## src/rtl/tdes_pkg.sv

```systemverilog
// Shared types and constants for the time-multiplexed Triple-DES sequencer.
// Optional three-key mode is enabled with `define TDES_KEY3_EN.
package tdes_pkg;

  localparam int DW_DEF = 64;
  localparam int KW_DEF = 56;

  typedef enum logic [1:0] {
    IDLE = 2'd0,
    RUN  = 2'd1,
    DONE = 2'd2
  } state_t;

  localparam logic [1:0] P0 = 2'd0;
  localparam logic [1:0] P1 = 2'd1;
  localparam logic [1:0] P2 = 2'd2;

  localparam logic MODE_ENC = 1'b1;
  localparam logic MODE_DEC = 1'b0;

endpackage

```

## src/rtl/tdes_key_sel.sv

```systemverilog
// Per-pass key and direction selection for EDE (encrypt) / DED (decrypt).
// With TDES_KEY3_EN undefined the third key is key1 (two-key 3DES).
module tdes_key_sel
  import tdes_pkg::*;
#(
  parameter int KW = KW_DEF
) (
  input  logic [1:0]    pass,
  input  logic          mode,
  input  logic [KW-1:0] key1,
  input  logic [KW-1:0] key2,
`ifdef TDES_KEY3_EN
  input  logic [KW-1:0] key3,
`endif
  output logic [KW-1:0] des_k,
  output logic          des_e
);

  logic [KW-1:0] k3;

`ifdef TDES_KEY3_EN
  assign k3 = key3;
`else
  assign k3 = key1;
`endif

  // Decrypt walks the key schedule backwards, so the outer keys swap ends.
  always_comb begin
    des_k = key1;
    des_e = mode;
    case (pass)
      P0: begin
        des_k = (mode == MODE_ENC) ? key1 : k3;
        des_e = mode;
      end
      P1: begin
        des_k = key2;
        des_e = ~mode;
      end
      default: begin
        des_k = (mode == MODE_ENC) ? k3 : key1;
        des_e = (mode == MODE_DEC) ? MODE_DEC : MODE_ENC;
      end
    endcase
  end

endmodule

```

## src/rtl/tdes_sequencer.sv

```systemverilog
// Drives one shared DES core through the three Triple-DES passes of a block.
// Define TDES_KEY3_EN to add the key3 port (three-key mode).
module tdes_sequencer
  import tdes_pkg::*;
#(
  parameter int DES_LAT = 0,
  parameter int DW      = DW_DEF,
  parameter int KW      = KW_DEF
) (
  input  logic          clk,
  input  logic          rst_n,
  input  logic          in_valid,
  output logic          in_ready,
  input  logic [DW-1:0] intext,
  input  logic          e_i,
  input  logic [KW-1:0] key1,
  input  logic [KW-1:0] key2,
`ifdef TDES_KEY3_EN
  input  logic [KW-1:0] key3,
`endif
  input  logic          abort,
  output logic          out_valid,
  input  logic          out_ready,
  output logic [DW-1:0] password,
  output logic          busy,
  output logic [DW-1:0] des_in,
  output logic          des_e,
  output logic [KW-1:0] des_k,
  input  logic [DW-1:0] des_out
);

  localparam int CW = (DES_LAT > 0) ? $clog2(DES_LAT + 1) : 1;

  state_t        state, state_n;
  logic [1:0]    pass, pass_n;
  logic [CW-1:0] cnt, cnt_n;
  logic [DW-1:0] work, work_n, password_n;
  logic          mode, mode_n;
  logic [KW-1:0] k1, k1_n, k2, k2_n;
`ifdef TDES_KEY3_EN
  logic [KW-1:0] k3, k3_n;
`endif
  logic          accept, last, sel_e;
  logic [KW-1:0] sel_k;

  assign in_ready  = ~abort & ((state == IDLE) | ((state == DONE) & out_ready));
  assign accept    = in_valid & in_ready;
  assign last      = (cnt == CW'(DES_LAT));
  assign out_valid = (state == DONE);
  assign busy      = (state != IDLE);
  assign des_in    = work;
  assign des_k     = (state == RUN) ? sel_k : k1;
  assign des_e     = (state == RUN) & sel_e;

  tdes_key_sel #(.KW(KW)) u_key_sel (
    .pass  (pass),
    .mode  (mode),
    .key1  (k1),
    .key2  (k2),
`ifdef TDES_KEY3_EN
    .key3  (k3),
`endif
    .des_k (sel_k),
    .des_e (sel_e)
  );

  always_ff @(posedge clk or negedge rst_n) begin
    if (!rst_n) begin
      state    <= IDLE;
      pass     <= P0;
      cnt      <= '0;
      work     <= '0;
      password <= '0;
      mode     <= MODE_DEC;
      k1       <= '0;
      k2       <= '0;
`ifdef TDES_KEY3_EN
      k3       <= '0;
`endif
    end else begin
      state    <= state_n;
      pass     <= pass_n;
      cnt      <= cnt_n;
      work     <= work_n;
      password <= password_n;
      mode     <= mode_n;
      k1       <= k1_n;
      k2       <= k2_n;
`ifdef TDES_KEY3_EN
      k3       <= k3_n;
`endif
    end
  end

  // accept already excludes abort through in_ready, so abort wins over a new block.
  always_comb begin
    state_n    = state;
    pass_n     = pass;
    cnt_n      = cnt;
    work_n     = work;
    password_n = password;
    mode_n     = mode;
    k1_n       = k1;
    k2_n       = k2;
`ifdef TDES_KEY3_EN
    k3_n       = k3;
`endif
    if (abort) begin
      state_n = IDLE;
      pass_n  = P0;
      cnt_n   = '0;
    end else begin
      case (state)
        IDLE: ;
        RUN: begin
          if (last) begin
            work_n = des_out;
            cnt_n  = '0;
            if (pass == P2) begin
              state_n    = DONE;
              password_n = des_out;
              pass_n     = P0;
            end else begin
              pass_n = pass + 2'd1;
            end
          end else begin
            cnt_n = cnt + CW'(1);
          end
        end
        DONE: if (out_ready) state_n = IDLE;
        default: state_n = IDLE;
      endcase
    end
    if (accept) begin
      state_n = RUN;
      pass_n  = P0;
      cnt_n   = '0;
      work_n  = intext;
      mode_n  = e_i;
      k1_n    = key1;
      k2_n    = key2;
`ifdef TDES_KEY3_EN
      k3_n    = key3;
`endif
    end
  end

endmodule

```

## config.mk

```make
export PLATFORM = sky130hd
export DESIGN_NAME = tdes_sequencer
export DESIGN_NICKNAME = d
export VERILOG_FILES = /design/src/rtl/tdes_pkg.sv /design/src/rtl/tdes_key_sel.sv /design/src/rtl/tdes_sequencer.sv
export SDC_FILE = /design/constraint.sdc
export NUM_CORES = 1
export LEC_CHECK = 0
export BUFFER_PORTS_ARGS = -buffer_cell sky130_fd_sc_hd__buf_4
export CAP_MARGIN = 20
export CORE_ASPECT_RATIO = 0.9
export CORE_MARGIN = 2
export CORE_UTILIZATION = 30
export CTS_BUF_LIST = sky130_fd_sc_hd__clkbuf_4 sky130_fd_sc_hd__clkbuf_8 sky130_fd_sc_hd__clkbuf_16
export DETAILED_ROUTE_END_ITERATION = 16
export PLACE_DENSITY = 0.62
export SLEW_MARGIN = 20
export SYNTH_ARGS = -nofsm -noshare
export SYNTH_HDL_FRONTEND = slang
export SYNTH_SLANG_ARGS = --single-unit
```

## constraint.sdc

```tcl
create_clock -name clk -period 2.27 [get_ports clk]
set_input_delay 0.1135 -clock clk [delete_from_list [all_inputs] [get_ports clk]]
set_output_delay 0.1135 -clock clk [all_outputs]
set_load 0.01 [all_outputs]
```

# Yosys cells after proc, flatten, opt, wreduce, memory -nomap -nowiden
# Index checks and enable logic that the tools add are counted.
# word_totals
regBits	246
inputBits	246
out_inout_bits	188
elab_cells	61
# op_classes
add_sub_neg	2
eq_ne	11
muxes	23
bitwise	8
reduce_logical	9
# ops
op	n
64-bit two-way mux	4
56-bit two-way mux	2
2-bit two-way mux	10
4-bit AND reduction	2
2-bit one-hot mux with 3 select lines	1
1-bit two-way mux	5
1-bit AND	4
2-bit by 1-bit == test with 1-bit output, second input constant	2
2-bit == test, second input constant	2
2-bit logical NOT	2
2-bit by 1-bit inequality test with 1-bit output, second input constant	2
4-bit by 2-bit inequality test with 1-bit output, second input constant	1
4-bit by 3-bit inequality test with 1-bit output, second input constant	1
4-bit inequality test, second input constant	1
2-bit nonzero test	2
3-bit by 2-bit inequality test with 1-bit output, second input constant	1
3-bit inequality test, second input constant	1
1-bit inverter	3
3-bit AND reduction	1
3-bit nonzero test	1
2-bit by 1-bit adder with 2-bit output, second input constant	1
1-bit one-hot mux with 2 select lines	1
2-bit AND reduction	1
1-bit adder, second input constant	1
1-bit OR	1

# Longest topological paths before layout
# depth
word_depth	7
mapped_depth	6

# Hierarchy
# A second synthesis with hierarchy kept.
# unflattened
hier_cells	738
hier_area_um2	11045.6
# modules_own_cells
module	n_inst	cells_per_inst	area_each_um2	seq_area_each_um2
tdes_sequencer	1	674	10184.8	6130.9
tdes_key_sel	1	64	860.8	0.0

# Least setup slack after synthesis
# No wires, ideal clock.
# synth_path
kind	reg-to-reg
startpoint	register state[1]
endpoint	register password[41]
setup_ns	0.125
arrival_time_ns	1.582
t_required_ns	2.145
setup_slack_ns	0.564
path_stages_with_launch	5
n_path_buf	1
period_less_slack_ns	1.706
path_cell_list	dfrtp_1 > nand2b_1 > nor3_4 > buf_6 > mux2_2
# synth_via
elab_chain_len	2
# synth_lines
element	line_no	rtl
from (decl)	tdes_sequencer.sv:34	state_t state, state_n;
from (signal assigned)	tdes_sequencer.sv:81	state <= state_n;
2-bit by 1-bit == test with 1-bit output	tdes_sequencer.sv:113	case (state)
4-bit AND reduction (no source line)	--	
to (signal assigned)	tdes_sequencer.sv:85	password <= password_n;
to (decl)	tdes_sequencer.sv:24	output logic [DW-1:0] password,
# No other way between the ends.
# A chain may end at the register's enable or synchronous reset.

# Worst setup path in the final report
# layout_path
startpoint	register state[1]
endpoint	output des_k[50]
# layout_via
elab_chain_len	2
# layout_lines
element	line_no	rtl
2-bit by 1-bit == test with 1-bit output	tdes_sequencer.sv:52	assign des_k = (state == RUN) ? sel_k : k1;
56-bit two-way mux	tdes_sequencer.sv:52	
to (decl)	tdes_sequencer.sv:28	output logic [KW-1:0] des_k,
# No other way between the ends.

==> summary.txt <==
Yosys
  – Post-synth ARST share: 100.0%
  – Synth Area in Adders: 0%
  – Ys flop type: dfrtp_1
  – Compound-Gate Fraction of Synth Area: 6.564%
  – Synth Cell Area: 10290 sq um
  – Synthesized flop and latch total: 245
  – Post-Synthesis Cells: 675
  – Seq/Total Area, Yosys: 59.56%
  – Number of synthesized flops with an enable pin: 0
  – Average size of a mapped cell: 15.25 sq um
  – Synth Area in XOR/XNOR: 0.08509%
  – YS warnings: 0
  – Netlist cell types: 26
  – Largest family of logic cells by synthesized area: multiplexers
  – Post-Synth Simple-Gate Area: 5.142%
  – Post-synth net total: 921
  – Post-synthesis mux area share: 25.49%

Clock network
  – TritonCTS clock tree: done
  – TritonCTS buffer count: 27
  – CTS H-tree depth: 1
  – CTS clock-pin slew for the worst setup and hold paths: 0.06 ns
  – Clk_lat worst skew: 0.53 ns
  – Maximum clock path buffer count: 3
  – Clock Sinks: 245
  – Clock root cell: clkbuf_16

STA
  – Fmax: 445.7 MHz
  – Post-route minimum period: 2.244 ns
  – Setup TNS: 0 ns
  – WHS: 0.06747 ns
  – Rel. slew slack: 43.01%
  – Final Max Tran Viols: 0
  – Final Setup Violations: 0
  – Worst-margin pin slew: 0.8549 ns
  – RSZ-0062 raised after global routing: true
  – Final Hold Fails: 0
  – Setup ws final: 0.02609 ns
  – Max Clock Skew: 0.01770 ns
  – Final worst path period share: 98.85%

Floorplan
  – Die area: 35810 sq um
  – Core Area: 33870 sq um
  – Die width: 199.3 um
  – Die Span Y: 179.7 um
  – Starting density of the core: 30.39%
  – Rows: 64
  – Io pins: 434

Route
  – Residual DRC count: 0
  – Initial DRC Count: 243
  – Vias per std cell: 4.593
  – Pre-Repair DR Iteration Count: 4
  – Remaining antenna violation count: 0
  – DRT Wirelength: 34.99 mm
  – Avg WL per Cell: 18.97 um
  – Vias post-DR: 8475

Hold path
  – Worst Hold Class: primary input to asynchronous set/reset pin

Place
  – DP Worst Slack: 0.3662 ns
  – Post-DP HPWL: 21.23 mm
  – Placed cells: 1540
  – Port Buffers: 433
  – Gpl congestion: 0.7913

Critical path
  – Worst r2r src: state[1]
  – Critical path class: flip-flop to output port
  – CP required: 2.16 ns
  – Crit path DAT: 2.13 ns
  – Worst Setup Start Kind: flip-flop
  – Critical Path Start: state[1]
  – Crit-path max FO: 7
  – CP endpoint kind: output port

Power and ir drop
  – Leak: 8.280 nW
  – Pwr/cell area: 830.2 nW/um^2
  – Maximum vdd drop: 0.6677 mV

Final layout
  – Final #Nets: 1608
  – Most frequent cells in the layout: 435 x buf_4, 244 x dfrtp_1, 244 x dlygate4sd3_1
  – Filler instances: 2779
  – Cell Count, Final, Fillers Out: 1845
  – Fin util: 52.52%
  – Share of cells above drive strength 1: 53.81%
  – Area occupied by multi-input gates: 4018 sq um
  – Area Overhead vs Synth: 72.82%
  – Register area: 6132 sq um
  – Commonest non-fill, non-tap cell in the layout: buf_4

Global routing
  – First-pass GRT wire length: 52.83 mm
  – GRT overflow: 0
  – Largest net degree at the start of global routing: 68
  – Total global-route track usage: 18.64%
  – Initial antenna violation count: 4
  – Vias in the first global route: 9332

Run
  – Max Cap Viol: 0

Run status
  – Status: finished, final reports clean
==> critical path: stages (launching register included) <==
cell       delay (ns)
dfrtp_1          0.38
and4bb_4         0.40
buf_6            0.15
clkbuf_16        0.16
mux2_2           0.35
buf_4            0.15
==> per-layer routing <==
metal | vias to the layer above | global-route usage (%) | share of wire (%)
li1 | 3859 | - | -
met2 | 372 | 31.86 | 49
met1 | 4179 | 22.59 | 40
met3 | 65 | 5.366 | 7.8
met4 | 0 | 5.731 | 2.9
met5 | - | 0 | 0
==> per-stage QoR <==
step	cell area (sq um)	total power [W]
floorplan	10290	0.007616
global placement	14050	0.009679
detailed placement	14050	0.009751
CTS	17540	0.01469
global route	17790	0.01547
finish	17790	0.01477
==> layout make-up <==
| class | instances | area share [%] |
|---|---|---|
| antenna | 4 | 0.05627 |
| clock buffer | 40 | 4.628 |
| clock inverter | 6 | 0.4642 |
| multi-input combinational | 385 | 22.58 |
| sequential | 245 | 34.47 |
| tap | 462 | 3.249 |
| timing repair buffer | 703 | 34.55 |
==> cell usage after synthesis (2+ instances only) <==
library cell | count | area share, %
clkbuf_1 | 10 | 0.36
buf_2 | 16 | 0.78
nand2b_1 | 4 | 0.24
nor2b_1 | 2 | 0.12
mux2_1 | 5 | 0.55
dfrtp_1 | 245 | 60
a21oi_1 | 2 | 0.097
or2_2 | 2 | 0.12
buf_6 | 18 | 2.0
mux2_2 | 228 | 25
a221o_1 | 64 | 6.2
and2_1 | 65 | 4.0
==> kinds of logic (layout without fill, tap and decap cells) <==
group                  count (synthesis)  in the layout
AO/OA/AOI/OAI                         69             69
XOR/XNOR                               1              1
buffers and inverters                 45            749
flip-flops                           245            245
multiplexers                         233            233
other                                  0              4
AND/OR/NAND/NOR                       82             82
==> report_power, final <==
part / internal, W / total, W / switching, W
sequential: 0.00535 / 0.00593 / 0.000577
clock: 0.00271 / 0.00446 / 0.00175
combinational: 0.00268 / 0.00438 / 0.00170
total: 0.0107 / 0.0148 / 0.00403
==> worst paths after layout <==
path	to	cells past startpoint	slack, ns
max in group asynchronous	des_in[21]	3	1.47
hold / removal	k1[32]	2	0.07
setup / recovery	des_k[50]	5	0.03
hold reg to reg	password[13]	1	0.48
setup reg to reg	k2[51]	5	0.31
min in group clk	state[0]	3	0.19
==> sequential cells by signal, summed over array words and instances (netlist names) <==
name	count
des_in	64
k2	56
mode	1
pass	2
state	2
k1	56
password	64
==> repair_timing <==
item / CTS / global route
pin swaps: 1 / 1
gates resized for setup: 6 / 49
cloned: 3 / 2
setup buffers: 5 / 1
setup endpoints to repair: 56 / 56
hold buffers: 244 / 0
endpoints found under the hold margin: 489 / 0
No activity file was read; power rests on OpenSTA's default activity.
